==> src/rtl/ff_arb_pkg.sv <==
// Shared definitions for the flip-flop bank load arbiter.
package ff_arb_pkg;

  // Upper bound on the number of requesters the picker is built for.
  localparam int unsigned MAX_NREQ = 8;

  // Controller state encoding.
  typedef enum logic [1:0] {
    IDLE  = 2'd0,
    LOAD  = 2'd1,
    CLEAR = 2'd2,
    GAP   = 2'd3
  } arb_state_t;

endpackage

==> src/rtl/ff_load_arbiter_rr_pick.sv <==
// Round-robin picker: first set request at or after ptr, wrapping modulo NREQ.
module rr_pick
  import ff_arb_pkg::*;
#(
  parameter int unsigned NREQ = 4
) (
  input  logic [NREQ-1:0]         req,
  input  logic [$clog2(NREQ)-1:0] ptr,
  output logic [$clog2(NREQ)-1:0] winner,
  output logic                    any_req
);

  localparam int unsigned PW = $clog2(NREQ);

  logic          w_found;
  logic [PW-1:0] w_idx;

  // Scan upward from ptr; the loop is sized for MAX_NREQ and masked to NREQ.
  always_comb begin
    winner  = '0;
    w_found = 1'b0;
    w_idx   = '0;
    for (int unsigned i = 0; i < MAX_NREQ; i++) begin
      if (i < NREQ) begin
        w_idx = PW'((32'(ptr) + i) % NREQ);
        if (!w_found && req[w_idx]) begin
          w_found = 1'b1;
          winner  = w_idx;
        end
      end
    end
  end

  assign any_req = |req;

endmodule

==> src/rtl/ff_load_arbiter.sv <==
// Round-robin controller that shares one clock-enabled, sync-reset register
// bank among NREQ requesters, with a guard gap after each load.
module ff_load_arbiter
  import ff_arb_pkg::*;
#(
  parameter int unsigned NREQ       = 4,
  parameter int unsigned WIDTH      = 8,
  parameter int unsigned GAP_CYCLES = 2
) (
  input  logic                    Clk,
  input  logic                    reset_n,
  input  logic [NREQ-1:0]         req,
  input  logic [NREQ*WIDTH-1:0]   data,
  input  logic                    clr_req,
  output logic [NREQ-1:0]         ack,
  output logic [$clog2(NREQ)-1:0] grant_id,
  output logic [WIDTH-1:0]        reg_D,
  output logic                    reg_ce,
  output logic                    reg_reset,
  output logic                    busy
);

  localparam int unsigned PW = $clog2(NREQ);
  localparam int unsigned CW = (GAP_CYCLES > 1) ? $clog2(GAP_CYCLES) : 1;
  localparam logic [CW-1:0] GAP_START = CW'((GAP_CYCLES > 0) ? GAP_CYCLES - 1 : 0);

  arb_state_t      r_state;
  logic [PW-1:0]   r_ptr;
  logic [CW-1:0]   r_gap;
  logic [NREQ-1:0] r_ack;
  logic [PW-1:0]   r_grant;
  logic [WIDTH-1:0] r_D;
  logic            r_ce;
  logic            r_rst;
  logic            r_busy;

  logic [PW-1:0]   w_winner;
  logic            w_any;
  logic [PW-1:0]   w_ptr_next;

  rr_pick #(.NREQ(NREQ)) u_pick (
    .req     (req),
    .ptr     (r_ptr),
    .winner  (w_winner),
    .any_req (w_any)
  );

  assign w_ptr_next = (r_grant == PW'(NREQ - 1)) ? '0 : r_grant + PW'(1);

  // Controller FSM; every output is a register set on entry to the state it belongs to.
  always_ff @(posedge Clk or negedge reset_n) begin
    if (!reset_n) begin
      r_state <= IDLE;
      r_ptr   <= '0;
      r_gap   <= '0;
      r_ack   <= '0;
      r_grant <= '0;
      r_D     <= '0;
      r_ce    <= 1'b0;
      r_rst   <= 1'b0;
      r_busy  <= 1'b0;
    end else begin
      r_ack <= '0;
      r_ce  <= 1'b0;
      r_rst <= 1'b0;
      case (r_state)
        IDLE: begin
          if (clr_req) begin
            r_state <= CLEAR;
            r_rst   <= 1'b1;
            r_busy  <= 1'b1;
          end else if (w_any) begin
            r_state <= LOAD;
            r_grant <= w_winner;
            r_D     <= data[32'(w_winner)*WIDTH +: WIDTH];
            r_ce    <= 1'b1;
            r_ack   <= {{(NREQ-1){1'b0}}, 1'b1} << w_winner;
            r_busy  <= 1'b1;
          end
        end
        LOAD: begin
          r_ptr <= w_ptr_next;
          if (GAP_CYCLES == 0) begin
            r_state <= IDLE;
            r_busy  <= 1'b0;
          end else begin
            r_state <= GAP;
            r_gap   <= GAP_START;
          end
        end
        CLEAR: begin
          r_state <= IDLE;
          r_busy  <= 1'b0;
        end
        GAP: begin
          if (r_gap == '0) begin
            r_state <= IDLE;
            r_busy  <= 1'b0;
          end else begin
            r_gap <= r_gap - CW'(1);
          end
        end
        default: begin
          r_state <= IDLE;
          r_busy  <= 1'b0;
        end
      endcase
    end
  end

  assign ack       = r_ack;
  assign grant_id  = r_grant;
  assign reg_D     = r_D;
  assign reg_ce    = r_ce;
  assign reg_reset = r_rst;
  assign busy      = r_busy;

endmodule

==> config.mk <==
export PLATFORM = sky130hd
export DESIGN_NAME = ff_load_arbiter
export DESIGN_NICKNAME = d
export VERILOG_FILES = /design/src/rtl/ff_arb_pkg.sv /design/src/rtl/ff_load_arbiter_rr_pick.sv /design/src/rtl/ff_load_arbiter.sv
export SDC_FILE = /design/constraint.sdc
export NUM_CORES = 1
export LEC_CHECK = 0
export BUFFER_PORTS_ARGS = -buffer_cell sky130_fd_sc_hd__buf_2
export CAP_MARGIN = 20
export CORE_MARGIN = 3
export CORE_UTILIZATION = 40
export CTS_CLUSTER_SIZE = 14
export DETAILED_ROUTE_END_ITERATION = 7
export PLACE_DENSITY_LB_ADDON = 0.05
export SKIP_CTS_REPAIR_TIMING = 1
export SYNTH_ARGS = -nofsm -noshare
export SYNTH_HDL_FRONTEND = slang
export SYNTH_SLANG_ARGS = --single-unit
==> constraint.sdc <==
create_clock -name Clk -period 1.85 [get_ports Clk]
set_input_delay 0.0925 -clock Clk [delete_from_list [all_inputs] [get_ports Clk]]
set_output_delay 0.0925 -clock Clk [all_outputs]
set_load 0.02 [all_outputs]
# Word-level counts from Yosys, hierarchy flattened
# Index checks and enable logic that the tools add are counted.
dict set report totals {
  ff_bits 22
  latchBits 0
  ramBits 0
  mem_bits_ro 0
  input_bits 39
  n_memories 0
}
dict set report classes {
  n_addsub 5
  multipliers 0
  div 0
  magnitude_cmp 4
  eq_ne 6
  shift 2
  mux 34
  n_bitwise 1
  reduce_logical 13
}
# operator n
set op_table {}
lappend op_table {{indexed part select 32 x 6 -> 8 bit} 1}
lappend op_table {{two-way mux 1 bit} 16}
lappend op_table {{two-way mux 2 bit} 8}
lappend op_table {{< comparator 2 x 3 -> 1 bit (second input constant)} 4}
lappend op_table {{two-way mux 4 bit} 3}
lappend op_table {{binary-select mux 1 bit (select 2 bit)} 4}
lappend op_table {{case mux 2 bit (4 select lines)} 1}
lappend op_table {{equality test 2 bit (second input constant)} 3}
lappend op_table {{AND reduction 3 bit} 2}
lappend op_table {{adder 2 x 1 -> 2 bit (second input constant)} 2}
lappend op_table {{adder 2 bit (second input constant)} 2}
lappend op_table {{OR reduction 4 bit} 1}
lappend op_table {{left shift 1 x 2 -> 4 bit (first input constant)} 1}
lappend op_table {{logical AND 1 bit} 3}
lappend op_table {{zero test 1 bit} 3}
lappend op_table {{inequality test 3 x 2 -> 1 bit (second input constant)} 1}
lappend op_table {{case mux 1 bit (3 select lines)} 1}
lappend op_table {{nonzero test 3 bit} 1}
lappend op_table {{equality test 2 x 1 -> 1 bit (second input constant)} 1}
lappend op_table {{zero test 2 bit} 1}
lappend op_table {{inequality test 2 bit (second input constant)} 1}
lappend op_table {{case mux 1 bit (2 select lines)} 1}
lappend op_table {{AND reduction 2 bit} 1}
lappend op_table {{nonzero test 2 bit} 1}
lappend op_table {{2 further kinds} 2}

# Logic depth before layout (Yosys ltp)
# Gate-level depths: netlist of the first run.
dict set report logic_depth {
  ltp_word 16
  mapped_depth 6
  depth_no_buf 5
}

# By module
# From an unflattened synthesis of the first run, not the netlist that was laid out.
dict set report hier_totals {
  hier_cells 83
  area_unflattened_um2 1111.1
}
# module n_inst cells_each area_per_inst_um2 seq_area_each_um2
set modules_own_cells {}
lappend modules_own_cells {ff_load_arbiter 1 68 1033.5 550.5}
lappend modules_own_cells {rr_pick 1 15 77.6 0.0}

# Worst setup path before layout of the first run
# Ideal clock, no wire load.
dict set report synth_timing {
  path_kind {reg2reg}
  startpoint {reg r_ptr[1]}
  endpoint {reg r_D[0] (netlist: reg_D[0])}
  setup_time_ns 0.126
  t_arrival_ns 1.747
  required_time_ns 1.724
  path_slack_ns -0.023
  path_stages_with_launch 5
  n_path_buf 0
  synth_period_minus_slack_ns 1.873
  path_cell_list {dfrtp_1 -> mux2_4 -> o221ai_4 -> mux2_2 -> a221o_1}
}
dict set report synth_via {
  elab_chain_cells 13
  elab_cells_between_ends 25
}
# element line_no
set synth_rtl {}
lappend synth_rtl {{from (decl)} ff_load_arbiter.sv:28} ;# logic [PW-1:0] r_ptr;
lappend synth_rtl {{from (signal assigned)} ff_load_arbiter.sv:82} ;# r_ptr <= w_ptr_next;
lappend synth_rtl {{branches (longest 11 deep; another with adder 2 x 1 -> 2 bit)} --}
lappend synth_rtl {{two-way mux 2 bit *} ff_load_arbiter_rr_pick.sv:26} ;# if (!w_found && req[w_idx]) begin
lappend synth_rtl {{indexed part select 32 x 6 -> 8 bit *} ff_load_arbiter.sv:75} ;# r_D <= data[32'(w_winner)*WIDTH +: WIDTH];
lappend synth_rtl {{to (signal assigned)} ff_load_arbiter.sv:75}
lappend synth_rtl {{to (decl)} ff_load_arbiter.sv:32} ;# logic [WIDTH-1:0] r_D;
# Mark *: on every way between the ends. The select of a mux whose other input is x is not followed.
# A chain may end at the register's enable or synchronous reset.

# Worst setup path after layout of the first run
dict set report layout_timing {
  startpoint {reg r_ptr[1]}
  endpoint {reg r_D[7] (netlist: reg_D[7])}
}
# The elaborated chain is that of the path after synthesis.

==> flow_summary.yaml, run 1 <==
setup_path:
  cp-end-kind: "flip-flop"
  timing.critical_path.arrival_ps: 2090
  worst-r2r-setup-slack_ps: -40
  critical_path.startpoint_type: "flip-flop"
  timing.critical_path.fanout_max: 19
  path_class: "flip-flop to flip-flop"
  required_ps: 2040
sta:
  hold_viol_final: 0
  worst_slew_pin_slew_ps: 499.9
  finalWorstPathRequiredPeriod_ps: 1894
  maxClockFrequency_mhz: 527.9
  report.final.slew_viol_count: 0
  report.final.setup_viol: 7
  clock-skew-final_ps: 5.949
  layout_setup_ws_ps: -44.31
  min_period_over_period_pct: 102.4
  timing.slew.headroom_pct: 66.68
  rsz0062_at_grt: "true"
  final.setup.tns_ps: -197.6
pwr:
  p_seq_share_pct: 36.7
  cell_internal_pwr_mw: 1.321
  power_frac_comb_pct: 53.8
  leakage_nw: 0.8584
  vdd_ir_drop_max_mv: 0.9294
  power.net_switching_mw: 0.8580
  p_clk_share_pct: 9.5
  switching_power_share_of_the_total_pct: 39.38
  power_per_cell_area_mw_per_mm2: 1402
  post-layout-total-power_mw: 2.179
global_route:
  first_pass_grt_wire_length_um: 4140
  first_global_vias: 938
  overflow: 0
  combined_global_route_utilization_of_all_metal_layers_pct: 15.46
  grt_max_degree: 23
  grt_antenna_before_repair: 0
run_status:
  run_status: "complete, but fails checks"
  violations_in_the_final_reports: "setup timing"
synthesis:
  postSynth.topFlopCell: "dfrtp_1"
  synth_top_family_by_area: "multiplexers"
  syn-cell-area_mm2: 0.001135
  synth_adder_area_share_pct: 1.103
  synth_edf_count: 0
  yosys.area.top_type: "dfrtp_1"
  synth.lib_cells_used.distinct: 31
  ys_seq_elements: 22
  synth_area_leaders: "dfrtp_1 49%, mux2_2 7.9%, a221o_1 7.1%"
  yosysTopAreaCellShare_pct: 48.51
  syn_nets: 139
  postSynthCellCount: 99
  synthArstFlopShare_pct: 100.0
  synth-seq-area-share_pct: 48.51
  synth.mux.area_fraction_pct: 17.31
  avgSynthCellArea_um2: 11.46
  ys.warnings.count: 0
  synthXorXnorAreaFrac_pct: 0
  synth-compound-area-share_pct: 15.99
  synth-simple-area-share_pct: 12.13
placement:
  place.detailed.hpwl_um: 1983
  globalplace.congestion: 0.7234
  buffer_ports.inserted: 55
  dp_cells: 186
route:
  route.vias.total: 990
  initialDrtViolationCount: 31
  detail-route-antenna-nets: 0
  routed_length_per_instance_um: 13.09
  post_drt_via_cell_ratio: 5.130
  pre_repair_dr_iteration_count: 3
  remaining_drc_errors: 0
  wire_length_after_detailed_routing_um: 2526
floorplan:
  std_cell_rows: 18
  fp.dieH_um: 59.27
  dieWidth_um: 59.27
  die-area_mm2: 0.003512
  ios: 56
  floorplan.core_area_mm2: 0.002590
  initial_utilization_pct: 43.82
finish:
  insertedDiodeCount: 0
  final.fill_count: 240
  final_cell_mix: "55 x buf_2, 22 x dfrtp_1"
  final_cells: 193
  mostFrequentLayoutCell: "buf_2"
  layout.nets: 205
  area.growth.synth_to_final_pct: 36.93
  fraction_of_final_layout_cells_with_drive_strength_greater_than_1_pct: 49.69
clock_tree:
  number_of_clock_buffers_inserted_by_tritoncts: 3
  clock_tree_from_tritoncts: "done"
  htree_levels: 1
  ctsLongestPathBuffers: 2
  worst_skew_late_latency_ps: 300
  clock-root-buffer: "clkbuf_4"
  cts.reportedPaths.clkPinSlew_ps: 110
  clock-sinks: 22
flow_run:
  maxCapViolations: 0
min_path:
  hold_class: "input port to flip-flop"
==> state kept, by name, indices dropped and copies added, names as in the netlist <==
register / count
reg_D: 8
ack: 4
grant_id: 2
r_ptr: 2
r_state: 2
busy: 1
r_gap: 1
reg_ce: 1
reg_reset: 1
==> worst max-delay path: stages, from the launching register on <==
cell and delay (ps):
dfrtp_1 430, mux2_4 320, o221ai_4 190, buf_12 190
mux2_2 340, a221o_1 320
==> cell usage after synthesis, types with 3 or more instances <==
master and n:
a21oi_1 3, a221o_1 8, nor2_1 3, mux2_2 8
inv_1 5, nor3_1 8, nand2_1 8, mux2i_1 8
dfrtp_1 22
==> stage by stage <==
step | hold WS (ps) | worst slack, ps | cell area, µm² | util, %
2_1_floorplan | -203.1 | -22.63 | 1135 | -
3_3_place_gp | 91.48 | -17.46 | 1484 | 57.29
3_5_place_dp | 92.28 | -61.67 | 1484 | 57.29
4_1_cts | -252.0 | -61.57 | 1506 | 58.16
5_1_grt | 32.28 | -102.0 | 1554 | 60.00
6_report | 40.74 | -44.31 | 1554 | 60.00
==> path summary, 6_finish.rpt <==
kind | start | end | cells after the start
max in group asynchronous | reset_n | grant_id[1] | 2
worst max register to register | r_ptr[1] | reg_D[7] | 5
worst min register to register | reg_D[0] | reg_D[0] | 1
worst min-delay path | clr_req | r_state[1] | 3
min in group asynchronous | reset_n | reg_D[4] | 2
worst max-delay path | r_ptr[1] | reg_D[7] | 5
==> layout make-up <==
class	count	area, µm²	area share (%)
repair buffers	65	377.9	24.32
well taps	30	37.54	2.415
flip-flops and latches	22	550.5	35.43
multi-input cells	67	543.0	34.94
inverters	6	22.52	1.449
clock buffers	3	22.52	1.449
==> cells by family after synthesis <==
logic type	count (synthesis)
and+or+nand+nor	27
DFF	22
AOI/OAI and AO/OA	21
muxes	18
buffers and inverters	10
adders and majority gates	1
==> power groups by stage <==
stage	logic, mW	registers [mW]	clock network [mW]
floorplan	0.587	0.974	0
global placement	1.11	0.806	0
detailed placement	1.14	0.808	0
CTS	1.14	0.801	0.219
global route	1.28	0.827	0.242
finish	1.17	0.799	0.207
==> routing by layer <==
layer | track usage (%) | part of all wire (%) | wire, µm
met5 | 0 | 0 | 0
met4 | 4.854 | 1.1 | 27
met3 | 3.486 | 5.8 | 147
met2 | 24.80 | 49 | 1247
met1 | 20.63 | 44 | 1105
(Power assumes the default switching activity.)
==> inputs of run 2 (changes only) <==
CORE_ASPECT_RATIO = 1.75   (was default)
==> run 2 against run 1 <==
Compared with the run above: the flow still finishes with violations (setup timing); critical endpoint is now reg_D[3]; worst setup slack worse by 27 ps; total power is 8.2% higher; critical path type unchanged; sequential power is 0.6% higher; non-clock buffer count is 1 lower; maximum frequency is 1.4% lower; combinational power is 3% higher; sequential share of layout area is 1.1 points lower.
==> flow_summary.yaml, run 2 (same netlist as run 1, synthesis figures left out) <==
setup_path:
  timing.critical_path.arrival_ps: 2070
  reg2reg_from: "r_ptr[1]"
  path_class: "flip-flop to flip-flop"
  timing.critical_path.fanout_max: 8
  reg2regPathDepth: 7
  required_ps: 2000
  rr_endpoint: "reg_D[3]"
  crit_start: "r_ptr[1]"
  endpoint: "reg_D[3]"
  cp-end-kind: "flip-flop"
  critical_path.startpoint_type: "flip-flop"
  worst-r2r-setup-slack_ps: -70
finish:
  final_core_area_utilization_pct: 58.90
  final.fill_count: 246
  mostFrequentLayoutCell: "buf_2"
  fraction_of_final_layout_cells_with_drive_strength_greater_than_1_pct: 49.69
  area.growth.synth_to_final_pct: 41.24
  insertedDiodeCount: 0
  layout.nets: 204
  largest_register_ff_count: 8
  final_cell_mix: "55 x buf_2, 22 x dfrtp_1, 9 x mux2_4"
route:
  route.vias.total: 1025
  remaining_drc_errors: 0
  wire_length_after_detailed_routing_um: 2769
  initialDrtViolationCount: 9
  detail-route-antenna-nets: 0
  pre_repair_dr_iteration_count: 4
  routed_length_per_instance_um: 14.57
  post_drt_via_cell_ratio: 5.395
floorplan:
  std_cell_rows: 25
  die-area_mm2: 0.003537
  dieWidth_um: 46.27
  floorplan.core_area_mm2: 0.002721
  initial_utilization_pct: 41.70
  fp.dieH_um: 76.46
  ios: 56
global_route:
  first_pass_grt_wire_length_um: 4422
  grt_max_degree: 23
  grt_antenna_before_repair: 0
  overflow: 0
  first_global_vias: 1003
  combined_global_route_utilization_of_all_metal_layers_pct: 16.21
sta:
  worst_slew_pin_slew_ps: 490.7
  report.final.setup_viol: 8
  maxClockFrequency_mhz: 520.5
  clock-skew-final_ps: 3.918
  worst_hold_slack_ps: 86.85
  final.setup.tns_ps: -376.6
  rsz0062_at_grt: "true"
  min_period_over_period_pct: 103.8
  hold_viol_final: 0
  timing.slew.headroom_pct: 67.28
  layout_setup_ws_ps: -71.16
  report.final.slew_viol_count: 0
  finalWorstPathRequiredPeriod_ps: 1921
pwr:
  vdd_ir_drop_max_mv: 0.6654
  leakage_nw: 0.8954
  power_per_cell_area_mw_per_mm2: 1471
placement:
  place.detailed.hpwl_um: 1985
  buffer_ports.inserted: 55
  globalplace.congestion: 0.7887
clock_tree:
  clock-sinks: 22
  number_of_clock_buffers_inserted_by_tritoncts: 3
  worst_skew_late_latency_ps: 260
  htree_levels: 1
  cts.reportedPaths.clkPinSlew_ps: 80
  ctsLongestPathBuffers: 2
  clock-root-buffer: "clkbuf_8"
  clock_tree_from_tritoncts: "done"
min_path:
  hold_class: "input port to flip-flop"
run_status:
  run_status: "complete, but fails checks"
  violations_in_the_final_reports: "setup timing"
flow_run:
  maxCapViolations: 0
run 2: cell count changes in the layout (fill, tap and decap cells not counted), moves of 2 or more:
cell | before | now
clkbuf_8 | 0 | 4
mux2_4 | 4 | 9
buf_4 | 7 | 5
clkbuf_4 | 3 | 0
mux2_2 | 5 | 0
run 2: worst min path at each step:
| stage | start | endpoint | slack [ps] | depth (start not counted) |
|---|---|---|---|---|
| after CTS | reset_n | reg_ce | -190 | 1 |
| after global placement | reset_n | ack[1] | 90 | 1 |
| after floorplan | reset_n | ack[0] | -200 | 0 |
| after global routing | clr_req | r_state[1] | 120 | 3 |
| final | clr_req | r_state[1] | 90 | 3 |
| after detailed placement | reset_n | reg_ce | 90 | 1 |
run 2: cell type report:
cell class | instances | area, µm² | area share (%)
multi-input cells | 67 | 561.8 | 35.05
flip-flops and latches | 22 | 550.5 | 34.35
repair buffers | 64 | 379.1 | 23.65
clock buffers | 4 | 55.05 | 3.435
well taps | 27 | 33.78 | 2.108
inverters | 6 | 22.52 | 1.405
run 2: per-layer routing:
| layer | up-vias | part of all wire (%) | track usage, % |
|---|---|---|---|
| met5 | - | 0 | 0 |
| met4 | 0 | 0.90 | 6.838 |
| met3 | 4 | 6.8 | 1.891 |
| met2 | 42 | 53 | 26.80 |
| met1 | 487 | 39 | 20.06 |
| li1 | 492 | - | - |
run 2: critical path, stage by stage (launching register included):
cell	delay, ps
dfrtp_1	420
mux2_4	320
o221ai_4	270
clkbuf_16	220
buf_6	100
mux2i_1	170
nor3_1	60
a221o_1	260
run 2: metrics by stage:
step                      setup slack [ps]  instance area [µm²]  instances  power, mW
after floorplan                     -22.63                 1135         99      1.561
after global placement              -20.26                 1468        183      1.900
after detailed placement            -66.51                 1468        183      1.932
after CTS                           -79.50                 1523        187      2.278
after global routing                -125.4                 1603        190      2.523
final                               -71.16                 1603        190      2.357
run 2: report_power, final:
group | total [mW] | switching (mW) | internal, mW
Combinational | 1.21 | 0.618 | 0.593
Sequential | 0.804 | 0.129 | 0.675
Clock | 0.342 | 0.153 | 0.189
Total | 2.36 | 0.900 | 1.46
==> inputs of run 3 (changes only) <==
CELL_PAD_IN_SITES_DETAIL_PLACEMENT = 1   (was default)
CELL_PAD_IN_SITES_GLOBAL_PLACEMENT = 1   (was default)
CORE_UTILIZATION = 30   (was 40)
==> run 3 against run 2 <==
Compared with the run above: the run still ends with setup timing left; non-clock buffer count increased by 2; count of clock-buffer cells in the layout shrank 1; sequential share of layout area down 0.35 points; die area increased by 30%; combinational power hardly changed; via count up 0.88%; sequential cell count did not move; wire length increased by 11%; final area grew 1.2%; worst setup slack lost 4.6 ps; hold slack gained 9.0 ps; first-iteration DRC count up 22%; critical path type unchanged.
==> flow_summary.yaml, run 3 (same netlist as run 1, synthesis figures left out) <==
run_status:
  run_status: "complete, but fails checks"
  violations_in_the_final_reports: "setup timing"
finish:
  multi_input_area_um2: 534.3
  largest_register_ff_count: 8
  final_cell_mix: "55 x buf_2, 21 x dfrtp_1"
  final_core_area_utilization_pct: 44.72
  insertedDiodeCount: 0
  layout.nets: 206
  register_area_um2: 551.8
  final_cells: 211
  final.fill_count: 444
  fraction_of_final_layout_cells_with_drive_strength_greater_than_1_pct: 50.91
  mostFrequentLayoutCell: "buf_2"
  area.growth.synth_to_final_pct: 43.00
sta:
  rsz0062_at_grt: "true"
  layout_setup_ws_ps: -75.74
  clock-skew-final_ps: 4.522
  min_period_over_period_pct: 104.1
  finalWorstPathRequiredPeriod_ps: 1926
  worst_slew_pin_slew_ps: 505.3
  maxClockFrequency_mhz: 519.3
  hold_viol_final: 0
  report.final.setup_viol: 8
  report.final.slew_viol_count: 0
  timing.slew.headroom_pct: 66.31
clock_tree:
  clock-root-buffer: "clkbuf_8"
  clock-sinks: 22
  worst_skew_late_latency_ps: 260
  cts.reportedPaths.clkPinSlew_ps: 80
  ctsLongestPathBuffers: 2
  clock_tree_from_tritoncts: "done"
  htree_levels: 1
  number_of_clock_buffers_inserted_by_tritoncts: 3
setup_path:
  reg2regPathDepth: 5
  critical_path.startpoint_type: "flip-flop"
  path_class: "flip-flop to flip-flop"
  timing.critical_path.fanout_max: 17
  timing.critical_path.arrival_ps: 2070
  required_ps: 1990
  worst-r2r-setup-slack_ps: -80
  cp-end-kind: "flip-flop"
pwr:
  post-layout-total-power_mw: 2.450
  power_per_cell_area_mw_per_mm2: 1510
  switching_power_share_of_the_total_pct: 36.94
  leakage_nw: 0.8744
  cell_internal_pwr_mw: 1.545
  power_frac_comb_pct: 48.7
  power.net_switching_mw: 0.9051
  p_clk_share_pct: 18.1
  vdd_ir_drop_max_mv: 0.5421
  p_seq_share_pct: 33.2
floorplan:
  dieWidth_um: 52.49
  initial_utilization_pct: 31.28
  ios: 56
  fp.dieH_um: 87.36
  die-area_mm2: 0.004586
  floorplan.core_area_mm2: 0.003628
  std_cell_rows: 29
min_path:
  worst_hold_path.num_cells: 3
  hold_class: "input port to flip-flop"
placement:
  globalplace.congestion: 0.6557
  buffer_ports.inserted: 55
  place.detailed.hpwl_um: 2399
  dp_cells: 203
  pre_cts_ws_ps: -117.2
global_route:
  combined_global_route_utilization_of_all_metal_layers_pct: 15.22
  grt_antenna_before_repair: 0
  overflow: 0
  first_pass_grt_wire_length_um: 5313
  first_global_vias: 1162
  grt_max_degree: 23
route:
  route.vias.total: 1034
  remaining_drc_errors: 0
  wire_length_after_detailed_routing_um: 3080
  detail-route-antenna-nets: 0
  routed_length_per_instance_um: 14.60
  pre_repair_dr_iteration_count: 4
  post_drt_via_cell_ratio: 4.900
  initialDrtViolationCount: 11
flow_run:
  maxCapViolations: 0
run 3: layout make-up:
type / count / area share [%]
multi-input combinational: 67 / 32.92
clock inverter: 1 / 1.850
timing repair buffer: 66 / 23.75
inverter: 6 / 1.388
tap: 46 / 3.547
sequential: 22 / 34.00
clock buffer: 3 / 2.544
run 3: through the flow:
stage / TNS [ps] / instance area (µm²) / hold WS, ps
floorplan: -181.0 / 1135 / -203.1
global placement: -400.2 / 1511 / 99.81
detailed placement: -808.2 / 1511 / 100.2
CTS: -875.7 / 1583 / -190.4
global route: -979.0 / 1623 / 105.1
finish: -479.0 / 1623 / 95.89
run 3: critical path: stages, from the launching register on:
cell and delay, ps:
dfrtp_2 450, mux2_4 320, o221ai_4 200, buf_12 180
mux2_2 340, a221o_1 310
run 3: path summary, 6_finish.rpt:
kind	from	endpoint
setup / recovery	r_ptr[1]	reg_D[1]
hold / removal	clr_req	r_state[1]
setup reg to reg	r_ptr[1]	reg_D[1]
hold reg to reg	reg_D[6]	reg_D[6]
max in group asynchronous	reset_n	r_ptr[1]
min in group asynchronous	reset_n	grant_id[0]
run 3: metal layers:
layer	vias to the layer above	track usage, %	routed length (µm)
met2	33	28.73	1775
met1	502	16.79	1120
li1	497	-	-
met4	0	4.186	14
met3	2	2.401	169
met5	-	0	0
run 3: power groups by stage:
stage	registers [mW]	clock network (mW)	logic, mW
6_report	0.813	0.444	1.19
5_1_grt	0.839	0.488	1.31
4_1_cts	0.810	0.460	1.17
3_5_place_dp	0.817	0	1.17
3_3_place_gp	0.806	0	1.15
2_1_floorplan	0.974	0	0.587
